<file path="config.mk">
export PLATFORM = sky130hd
export DESIGN_NAME = audio_wave_engine_flat
export DESIGN_NICKNAME = d
export VERILOG_FILES = /design/src/rtl/audio_wave_engine_if.sv /design/src/rtl/audio_wave_engine.sv /design/src/flat_wrapper.sv
export SDC_FILE = /design/constraint.sdc
export NUM_CORES = 1
export LEC_CHECK = 0
export CORE_MARGIN = 1
export CORE_UTILIZATION = 51
export CTS_CLUSTER_SIZE = 10
export DETAILED_ROUTE_END_ITERATION = 8
export PLACE_DENSITY_LB_ADDON = 0.1
export SLEW_MARGIN = 20
export SYNTH_ARGS = -nofsm -noshare
export SYNTH_HDL_FRONTEND = slang
export SYNTH_SLANG_ARGS = --single-unit
</file>
<file path="constraint.sdc">
create_clock -name clk -period 3.6 [get_ports clk]
set_input_delay 0.9 -clock clk [delete_from_list [all_inputs] [get_ports clk]]
set_output_delay 0.9 -clock clk [all_outputs]
set_load 0.01 [all_outputs]
</file>
<file path="src/rtl/audio_wave_engine_if.sv">
// Signal bundle between the audio run controller and its driver:
// codec bring-up handshake, waveform controls and the sample frame.
interface audio_wave_engine_if #(
  parameter int NUM_CH   = 2,
  parameter int SAMPLE_W = 16,
  parameter int PHASE_W  = 24,
  parameter int ERR_W    = 4
);
  logic                         init_done;
  logic [ERR_W-1:0]             init_error;
  logic                         restart;
  logic                         enable;
  logic [1:0]                   mode;
  logic [NUM_CH*PHASE_W-1:0]    phase_inc;
  logic                         sample_req;
  logic                         init_start;
  logic [NUM_CH*SAMPLE_W-1:0]   sample_out;
  logic                         sample_valid;
  logic [1:0]                   state;
  logic [ERR_W-1:0]             error_code;

  // Driver side: codec status, user controls and DAC requests.
  modport master (
    output init_done, init_error, restart, enable, mode, phase_inc, sample_req,
    input  init_start, sample_out, sample_valid, state, error_code
  );

  // Engine side.
  modport slave (
    input  init_done, init_error, restart, enable, mode, phase_inc, sample_req,
    output init_start, sample_out, sample_valid, state, error_code
  );
endinterface

</file>
<file path="src/rtl/audio_wave_engine.sv">
// Audio run controller: sequences codec bring-up (START -> INIT -> RUNNING /
// ERROR) with an init timeout and restart, and produces one frame of NUM_CH
// phase-accumulator waveforms per DAC sample request while RUNNING.
module audio_wave_engine #(
  parameter int NUM_CH       = 2,
  parameter int SAMPLE_W     = 16,
  parameter int PHASE_W      = 24,
  parameter int ERR_W        = 4,
  parameter int INIT_TIMEOUT = 1048576
) (
  input  logic                 clk,
  input  logic                 rst,
  audio_wave_engine_if.slave   io
);

  typedef enum logic [1:0] {
    ST_START = 2'd0,
    ST_INIT  = 2'd1,
    ST_RUN   = 2'd2,
    ST_ERR   = 2'd3
  } state_t;

  localparam int CNT_W = $clog2(INIT_TIMEOUT);
  localparam logic [CNT_W-1:0] CNT_LAST = CNT_W'(INIT_TIMEOUT - 1);

  localparam logic signed [SAMPLE_W-1:0] MOST_NEG = {1'b1, {(SAMPLE_W-1){1'b0}}};
  localparam logic signed [SAMPLE_W-1:0] SQ_POS   = ~MOST_NEG;
  localparam logic signed [SAMPLE_W-1:0] SQ_NEG   = -SQ_POS;

  state_t                            state_q;
  logic                              init_start_q;
  logic [ERR_W-1:0]                  err_q;
  logic [CNT_W-1:0]                  cnt_q;

  logic [NUM_CH-1:0][PHASE_W-1:0]    phase_p0;
  logic [NUM_CH-1:0][PHASE_W-1:0]    phase_nxt;
  logic [NUM_CH-1:0][SAMPLE_W-1:0]   frame_nxt;
  logic [NUM_CH-1:0][SAMPLE_W-1:0]   sample_p1;
  logic                              vld_p1;
  logic                              advance;

  // Map the top SAMPLE_W phase bits onto a signed waveform sample.
  function automatic logic signed [SAMPLE_W-1:0] shape_sample(
    input logic [1:0]          md,
    input logic [SAMPLE_W-1:0] p
  );
    logic [SAMPLE_W-2:0] t;
    t = p[SAMPLE_W-1] ? ~p[SAMPLE_W-2:0] : p[SAMPLE_W-2:0];
    case (md)
      2'd0:    shape_sample = $signed(p ^ MOST_NEG);
      2'd1:    shape_sample = p[SAMPLE_W-1] ? SQ_NEG : SQ_POS;
      2'd2:    shape_sample = $signed({t, 1'b0} ^ MOST_NEG);
      default: shape_sample = '0;
    endcase
  endfunction

  // Bring-up sequencer; restart outranks every other event except in START.
  always_ff @(posedge clk or posedge rst) begin
    if (rst) begin
      state_q      <= ST_START;
      init_start_q <= 1'b0;
      err_q        <= '0;
      cnt_q        <= '0;
    end else begin
      init_start_q <= 1'b0;
      if (io.restart && state_q != ST_START) begin
        state_q <= ST_START;
        err_q   <= '0;
        cnt_q   <= '0;
      end else begin
        case (state_q)
          ST_START: begin
            state_q      <= ST_INIT;
            init_start_q <= 1'b1;
            cnt_q        <= '0;
          end
          ST_INIT: begin
            if (|io.init_error) begin
              state_q <= ST_ERR;
              err_q   <= io.init_error;
            end else if (io.init_done) begin
              state_q <= ST_RUN;
            end else if (cnt_q == CNT_LAST) begin
              state_q <= ST_ERR;
              err_q   <= '1;
            end else begin
              cnt_q <= cnt_q + CNT_W'(1);
            end
          end
          default: ;
        endcase
      end
    end
  end

  // Next phases and the frame they produce; silence holds the accumulators.
  always_comb begin
    advance   = io.enable && (io.mode != 2'd3);
    phase_nxt = phase_p0;
    frame_nxt = '0;
    for (int c = 0; c < NUM_CH; c++) begin
      if (advance) begin
        phase_nxt[c] = phase_p0[c] + io.phase_inc[c*PHASE_W +: PHASE_W];
        frame_nxt[c] = shape_sample(io.mode, phase_nxt[c][PHASE_W-1 -: SAMPLE_W]);
      end
    end
  end

  // Stage p0 -> p1: commit phases and register the frame on each request.
  always_ff @(posedge clk or posedge rst) begin
    if (rst) begin
      phase_p0  <= '0;
      sample_p1 <= '0;
      vld_p1    <= 1'b0;
    end else if (state_q != ST_RUN || io.restart) begin
      vld_p1    <= 1'b0;
      sample_p1 <= '0;
      if (io.restart && state_q != ST_START) begin
        phase_p0 <= '0;
      end
    end else begin
      vld_p1 <= io.sample_req;
      if (io.sample_req) begin
        phase_p0  <= phase_nxt;
        sample_p1 <= frame_nxt;
      end
    end
  end

  assign io.init_start   = init_start_q;
  assign io.state        = state_q;
  assign io.error_code   = err_q;
  assign io.sample_out   = sample_p1;
  assign io.sample_valid = vld_p1;

endmodule
</file>
<file path="src/flat_wrapper.sv">
// flat-port wrapper written by rule: the top's interface ports become plain ports
module audio_wave_engine_flat 
#(
  parameter int NUM_CH       = 2,
  parameter int SAMPLE_W     = 16,
  parameter int PHASE_W      = 24,
  parameter int ERR_W        = 4,
  parameter int INIT_TIMEOUT = 1048576
)
  (clk, rst, io_init_done, io_init_error, io_restart, io_enable, io_mode, io_phase_inc, io_sample_req, io_init_start, io_sample_out, io_sample_valid, io_state, io_error_code);
  audio_wave_engine_if #(.NUM_CH(NUM_CH), .SAMPLE_W(SAMPLE_W), .PHASE_W(PHASE_W), .ERR_W(ERR_W)) io_i ();
  input  logic clk;
  input  logic rst;
  input wire logic [$bits(io_i.init_done)-1:0] io_init_done;
  input wire logic [$bits(io_i.init_error)-1:0] io_init_error;
  input wire logic [$bits(io_i.restart)-1:0] io_restart;
  input wire logic [$bits(io_i.enable)-1:0] io_enable;
  input wire logic [$bits(io_i.mode)-1:0] io_mode;
  input wire logic [$bits(io_i.phase_inc)-1:0] io_phase_inc;
  input wire logic [$bits(io_i.sample_req)-1:0] io_sample_req;
  output wire logic [$bits(io_i.init_start)-1:0] io_init_start;
  output wire logic [$bits(io_i.sample_out)-1:0] io_sample_out;
  output wire logic [$bits(io_i.sample_valid)-1:0] io_sample_valid;
  output wire logic [$bits(io_i.state)-1:0] io_state;
  output wire logic [$bits(io_i.error_code)-1:0] io_error_code;
  assign io_i.init_done = io_init_done;
  assign io_i.init_error = io_init_error;
  assign io_i.restart = io_restart;
  assign io_i.enable = io_enable;
  assign io_i.mode = io_mode;
  assign io_i.phase_inc = io_phase_inc;
  assign io_i.sample_req = io_sample_req;
  assign io_init_start = io_i.init_start;
  assign io_sample_out = io_i.sample_out;
  assign io_sample_valid = io_i.sample_valid;
  assign io_state = io_i.state;
  assign io_error_code = io_i.error_code;
  audio_wave_engine #(.NUM_CH(NUM_CH), .SAMPLE_W(SAMPLE_W), .PHASE_W(PHASE_W), .ERR_W(ERR_W), .INIT_TIMEOUT(INIT_TIMEOUT)) u_core (.clk(clk), .rst(rst), .io(io_i));
endmodule
</file>
# After elaboration in Yosys (flattened, before gate mapping)
# Index checks and enable logic that the tools add are counted.
[op_classes]
eq_ne = 12
muxes = 33
bitwise = 6
n_addsub = 3
reduce_logical = 16
[op_table]
columns = ["operator", "count"]
rows = [
  ["$mux W48", 3],
  ["$pmux W16 S3", 2],
  ["$mux W20", 4],
  ["$mux W16", 4],
  ["$mux W32", 2],
  ["$add A24 B24 Y24", 2],
  ["$mux W24", 2],
  ["$pmux W20 S2", 1],
  ["$mux W15", 2],
  ["$not A15 Y15", 2],
  ["$add A20 B1 Y20 const B", 1],
  ["$eq A20 B20 Y1 const B", 1],
  ["$mux W4", 5],
  ["$ne A3 B2 Y1 const B", 3],
  ["$mux W2", 4],
  ["$reduce_bool A2 Y1", 4],
  ["$reduce_and A3 Y1", 2],
  ["$reduce_bool A3 Y1", 2],
  ["$ne A5 B2 Y1 const B", 1],
  ["$eq A2 B1 Y1 const B", 2],
  ["$logic_not A2 Y1", 2],
  ["$ne A2 B2 Y1 const B", 2],
  ["$not A1 Y1", 4],
  ["$pmux W2 S2", 1],
  ["9 further kinds", 12],
]
[totals]
reg_bits = 108
elab_cells = 79
inputBits = 60

# Logic depth before layout (Yosys ltp)
# Gate-level depths: netlist (run 1).
[logic_depth]
word_depth = 8
depth_mapped = 12
mapped_depth_nobuf = 12

# Worst setup path before layout (run 1)
# No wires, ideal clock.
[synth_timing]
kind = "input to register"
start = "input port io_phase_inc[0]"
end = "register u_core.sample_p1, in the netlist u_core.io.sample_out[9]"
n_path_buf = 0
arrival_time_ps = 3183
stages = 11
setup_slack_ps = 279
required_ps = 3462
setup_time_ps = 138
path_cell_list = "ha_1 > fa_1 > a211oi_1 > o211ai_1 > a41oi_1 > o31ai_1 > a21o_1 > a21oi_1 > xnor2_1 > xnor2_1 > o211ai_1"
[synth_between]
elab_chain_cells = 7
word_cells_on_any_way = 8
classes_between = "add/sub: 1; mux: 6; bitwise: 1"
[synth_lines]
columns = ["element", "line_no", "text"]
rows = [
  ["from (decl)", "flat_wrapper.sv:19", "input wire logic [$bits(io_i.phase_inc)-1:0] io_phase_inc;"],
  ["$add A24 B24 Y24 (*)", "audio_wave_engine.sv:103", "phase_nxt[c] = phase_p0[c] + io.phase_inc[c*PHASE_W +: PHASE_W];"],
  ["$not A15 Y15", "audio_wave_engine.sv:48", "t = p[SAMPLE_W-1] ? ~p[SAMPLE_W-2:0] : p[SAMPLE_W-2:0];"],
  ["$mux W15", "audio_wave_engine.sv:48", ""],
  ["$pmux W16 S3 (*)", "audio_wave_engine.sv:49", "case (md)"],
  ["$mux W16 (*)", "audio_wave_engine.sv:102", "if (advance) begin"],
  ["$mux W32 (*)", "audio_wave_engine.sv:123", "if (io.sample_req) begin"],
  ["$mux W32 (*)", "audio_wave_engine.sv:115", "end else if (state_q != ST_RUN || io.restart) begin"],
  ["to (signal assigned)", "audio_wave_engine.sv:125", "sample_p1 <= frame_nxt;"],
  ["to (decl)", "audio_wave_engine.sv:38", "logic [NUM_CH-1:0][SAMPLE_W-1:0] sample_p1;"],
]
# Mark *: on every way between the ends. The rest lies on a longest branch, timed or not. The select of a mux whose other input is x is not followed.
# A chain may end at the register's enable or synchronous reset.

# Final worst setup path (run 1)
[layout_timing]
start = "input port io_phase_inc[28]"
end = "register u_core.sample_p1, in the netlist u_core.io.sample_out[26]"
# Same word-level chain as after synthesis.

==> results.sh, run 1 <==
export IMPL_grt_max_degree=109
export IMPL_dp_hpwl_um=14780
export IMPL_post_route_util_pct=68.86
export IMPL_antennaDiodeCount=0
export IMPL_path_max_fanout=4
export IMPL_post_route_min_period_ns=3.510
export IMPL_clkLatencyLatePin_ns=0.36
export IMPL_drive_above_1_share_pct=16.01
export IMPL_vias=6926
export IMPL_synth_yosys_seq_area_share_pct=37.05
export IMPL_clk_pin_slew_worst_paths_ns=0.08
export IMPL_max_stage_delay_ns=0.41
export IMPL_cp_depth=13
export IMPL_hp_class="reg -> reg"
export IMPL_layout_cells_most_common="nand2_1"
export IMPL_cts_tree="yes"
export IMPL_place_congestion=0.9094
export IMPL_critPathLaunchType="input port"
export IMPL_worst_ep_required_time_ns=3.84
export IMPL_mostFrequentLayoutCells="nand2_1 (113), buf_4 (108), dfrtp_1 (108)"
export IMPL_slew_violations=0
export IMPL_num_rows=43
export IMPL_syn_mean_instance_area_um2=8.810
export IMPL_finalPower_mw=3.092
export IMPL_hold_depth=2
export IMPL_crit_chain="clkdlybuf4s50_1 > ha_1 > a21o_1 > a31o_2 > o21a_2 > a211oi_4 > buf_4 > a21oi_1 > buf_4 > nor2_1 > xnor2_1 > xor2_1 > o211ai_1"
export IMPL_yosys_warnings=0
export IMPL_die_h_um=121.6
export IMPL_setup_viol=0
export IMPL_cts_sinks=108
export IMPL_dieArea_um2=14790
export IMPL_drc=0
export IMPL_period_share_pct=97.51
export IMPL_tightest_slew_ns=0.7862
export IMPL_cp_end_kind="flip-flop"
export IMPL_drt_first_pass_iters=5
export IMPL_initial_core_util_pct=52.35
export IMPL_fmax_mhz=284.9
export IMPL_grt_overflow=0
export IMPL_powerDensity_nw_per_um2=322.2
export IMPL_cts_root_buf="clkbuf_16"
export IMPL_cp_endpoint="u_core.io.sample_out[26]"
export IMPL_p_leak_nw=4.521
export IMPL_whs_ns=0.4871
export IMPL_status="complete, no violations"
export IMPL_final_antenna_net_count=0
export IMPL_cp_buffers_inverters=3
export IMPL_critPathKind="in -> reg"
export IMPL_grt_pass1_vias=6695
export IMPL_syn_nets=937
export IMPL_arrival_ns=3.75
export IMPL_setup_worst_path_start="io_phase_inc[28]"
export IMPL_clockBufferDepth=2
export IMPL_wirelength_um=20330
export IMPL_netlist_instances=828
export IMPL_fillers=1125
export IMPL_layout_nets=1117
export IMPL_drt_iter0_drc=500
export IMPL_ys_types=69
export IMPL_portBuffers=99
export IMPL_grt_pass1_wl_um=32890
export IMPL_syn_area_um2=7294
export IMPL_r2r_end="u_core.io.sample_out[26]"
export IMPL_r2r_setup_slack_ns=0.69
export IMPL_vias_per_cell=5.810
export IMPL_cp_slowest_cell="clkdlybuf4s50_1"
export IMPL_io_pins=100
export IMPL_numCtsBuffers=9
export IMPL_maxSlewHeadroom_pct=47.58
export IMPL_crit_family="compound AO/OA/AOI/OAI gates"
export IMPL_fin_skew_ns=0.01021
export IMPL_antenna_found_initial=0
export IMPL_async_reset_ff_share_pct=100.0
export IMPL_timing_rr_start="u_core.phase_p0[28]"
export IMPL_synth_edf_count=0
export IMPL_multi_input_area_um2=4463
export IMPL_die_width_um=121.6
export IMPL_grt_use_total_pct=28.25
export IMPL_seqCellArea_um2=2703
export IMPL_r2r_cells=12
export IMPL_synth_seq_cells=108
export IMPL_area_growth_pct=31.54
export IMPL_irDropWorstVdd_mv=0.3806
export IMPL_core_region_area_um2=13930
export IMPL_hold_violations=0
export IMPL_maxCapViolCount=0
export IMPL_htreeDepth=3
export IMPL_synth_main_ff_cell="dfrtp_1"
export IMPL_crit_path_frequent_cell="buf_4"
export IMPL_wl_per_cell_um=17.06
## area by class of cell
type	count	share of cell area [%]
repair buffers	210	19.18
well taps	180	2.347
multi-input cells	664	46.51
flip-flops and latches	108	28.17
clock buffers	9	2.347
inverters	15	0.6259
clock inverters	6	0.8215
## worst min-delay path by stage
| stage | end | startpoint | slack (ns) |
|---|---|---|---|
| after floorplan | u_core.phase_p0[26] | u_core.phase_p0[26] | 0.45 |
| after global placement | u_core.io.sample_out[16] | u_core.io.sample_out[16] | 0.45 |
| after detailed placement | u_core.io.sample_out[16] | u_core.io.sample_out[16] | 0.47 |
| after CTS | u_core.phase_p0[26] | u_core.phase_p0[26] | 0.49 |
| after global routing | u_core.phase_p0[26] | u_core.phase_p0[26] | 0.52 |
| final | u_core.phase_p0[26] | u_core.phase_p0[26] | 0.49 |
## report_power, final
| group | leakage, nW | total, mW | internal (mW) | switching [mW] |
|---|---|---|---|---|
| combinational | 2.88 | 0.757 | 0.362 | 0.395 |
| sequential | 1.49 | 1.28 | 1.25 | 0.0306 |
| clock | 0.150 | 1.05 | 0.553 | 0.500 |
| total | 4.52 | 3.09 | 2.17 | 0.926 |
## worst register-to-register path: stages (launching register included)
cell and delay, ns:
dfrtp_1 0.38, ha_1 0.33, a21o_1 0.20, a31o_2 0.24, o21a_2 0.24, a211oi_4 0.30
buf_4 0.17, a21oi_1 0.10, buf_4 0.16, nor2_1 0.10, xnor2_1 0.25, xor2_1 0.21
o211ai_1 0.11
## metal layers
metal | GRT usage [%] | routed length [µm] | vias to the layer above
li1 | - | - | 3359
met1 | 37.75 | 9228 | 3368
met2 | 46.52 | 9752 | 173
met3 | 5.337 | 986 | 26
met4 | 8.333 | 363 | 0
met5 | 0 | 0 | -
## flip-flops by register name (all words and copies together), names as in the netlist
register                count
u_core.cnt_q               20
u_core.phase_p0            48
u_core.io.sample_valid      1
u_core.io.error_code        4
u_core.io.state             2
u_core.io.init_start        1
u_core.io.sample_out       32
## cells in the mapped netlist, types with 3 or more instances
cell,n,share of area (%)
a211oi_1,7,0.72
xnor2_1,50,6.0
o31ai_1,7,0.72
nand2b_1,7,0.60
o21a_1,4,0.41
a22oi_1,20,2.1
and2_1,5,0.43
dfrtp_1,108,37
nand4_1,11,0.94
o21bai_1,7,0.72
and4_1,4,0.48
buf_6,3,0.46
nor3_1,18,1.2
and3_1,5,0.43
a21o_1,25,2.6
xor2_1,34,4.1
o211ai_1,22,2.3
clkbuf_1,32,1.6
buf_2,4,0.27
or3_1,5,0.43
nor2b_1,8,0.69
nor2_1,49,2.5
nand3_1,57,3.9
a21oi_1,43,3.0
o21ai_0,55,3.8
inv_1,15,0.77
a31oi_1,6,0.51
a221o_1,3,0.41
nand2_1,113,5.8
o41ai_1,3,0.36
ha_1,47,8.1
## what timing repair did
| action | 4_1_cts | 5_1_grt |
|---|---|---|
| gates resized for setup | 0 | 22 |
| setup buffers | 0 | 2 |
| endpoints found under the setup margin | 0 | 25 |
| hold buffers | 0 | 0 |
| hold endpoints to repair | 0 | 0 |
## through the flow
| step | setup TNS, ns | instance area, µm² | setup WS, ns | std cells |
|---|---|---|---|---|
| 3_3_place_gp | -5.856 | 9181 | -0.2472 | 1175 |
| 4_1_cts | 0 | 9485 | 0.05047 | 1190 |
| 6_report | 0 | 9595 | 0.08962 | 1192 |
| 2_1_floorplan | 0 | 7298 | 0.2788 | 828 |
| 3_5_place_dp | -7.417 | 9181 | -0.3241 | 1175 |
| 5_1_grt | -0.008486 | 9595 | -0.008486 | 1192 |
## cells by family after synthesis
kind of cell | Yosys count | synth area share (%)
simple gates | 296 | 19.01
fa+ha+maj | 49 | 8.611
mux | 3 | 0.4288
xor+xnor | 84 | 10.09
buf+inv | 56 | 3.310
flops | 108 | 37.05
compound gates | 232 | 21.51
Note: power is estimated with default switching activity, not from simulation.
==> run 2: changes to the inputs <==
--- a/config.mk
+++ b/config.mk
@@ -7,7 +7,7 @@
 export LEC_CHECK = 0
 export CORE_MARGIN = 1
 export CORE_UTILIZATION = 51
-export CTS_CLUSTER_SIZE = 10
+export CTS_CLUSTER_SIZE = 28
 export DETAILED_ROUTE_END_ITERATION = 8
 export PLACE_DENSITY_LB_ADDON = 0.1
 export SLEW_MARGIN = 20
==> results of run 2 <==
Final layout, timing and power as in run 1 (identical DEF).
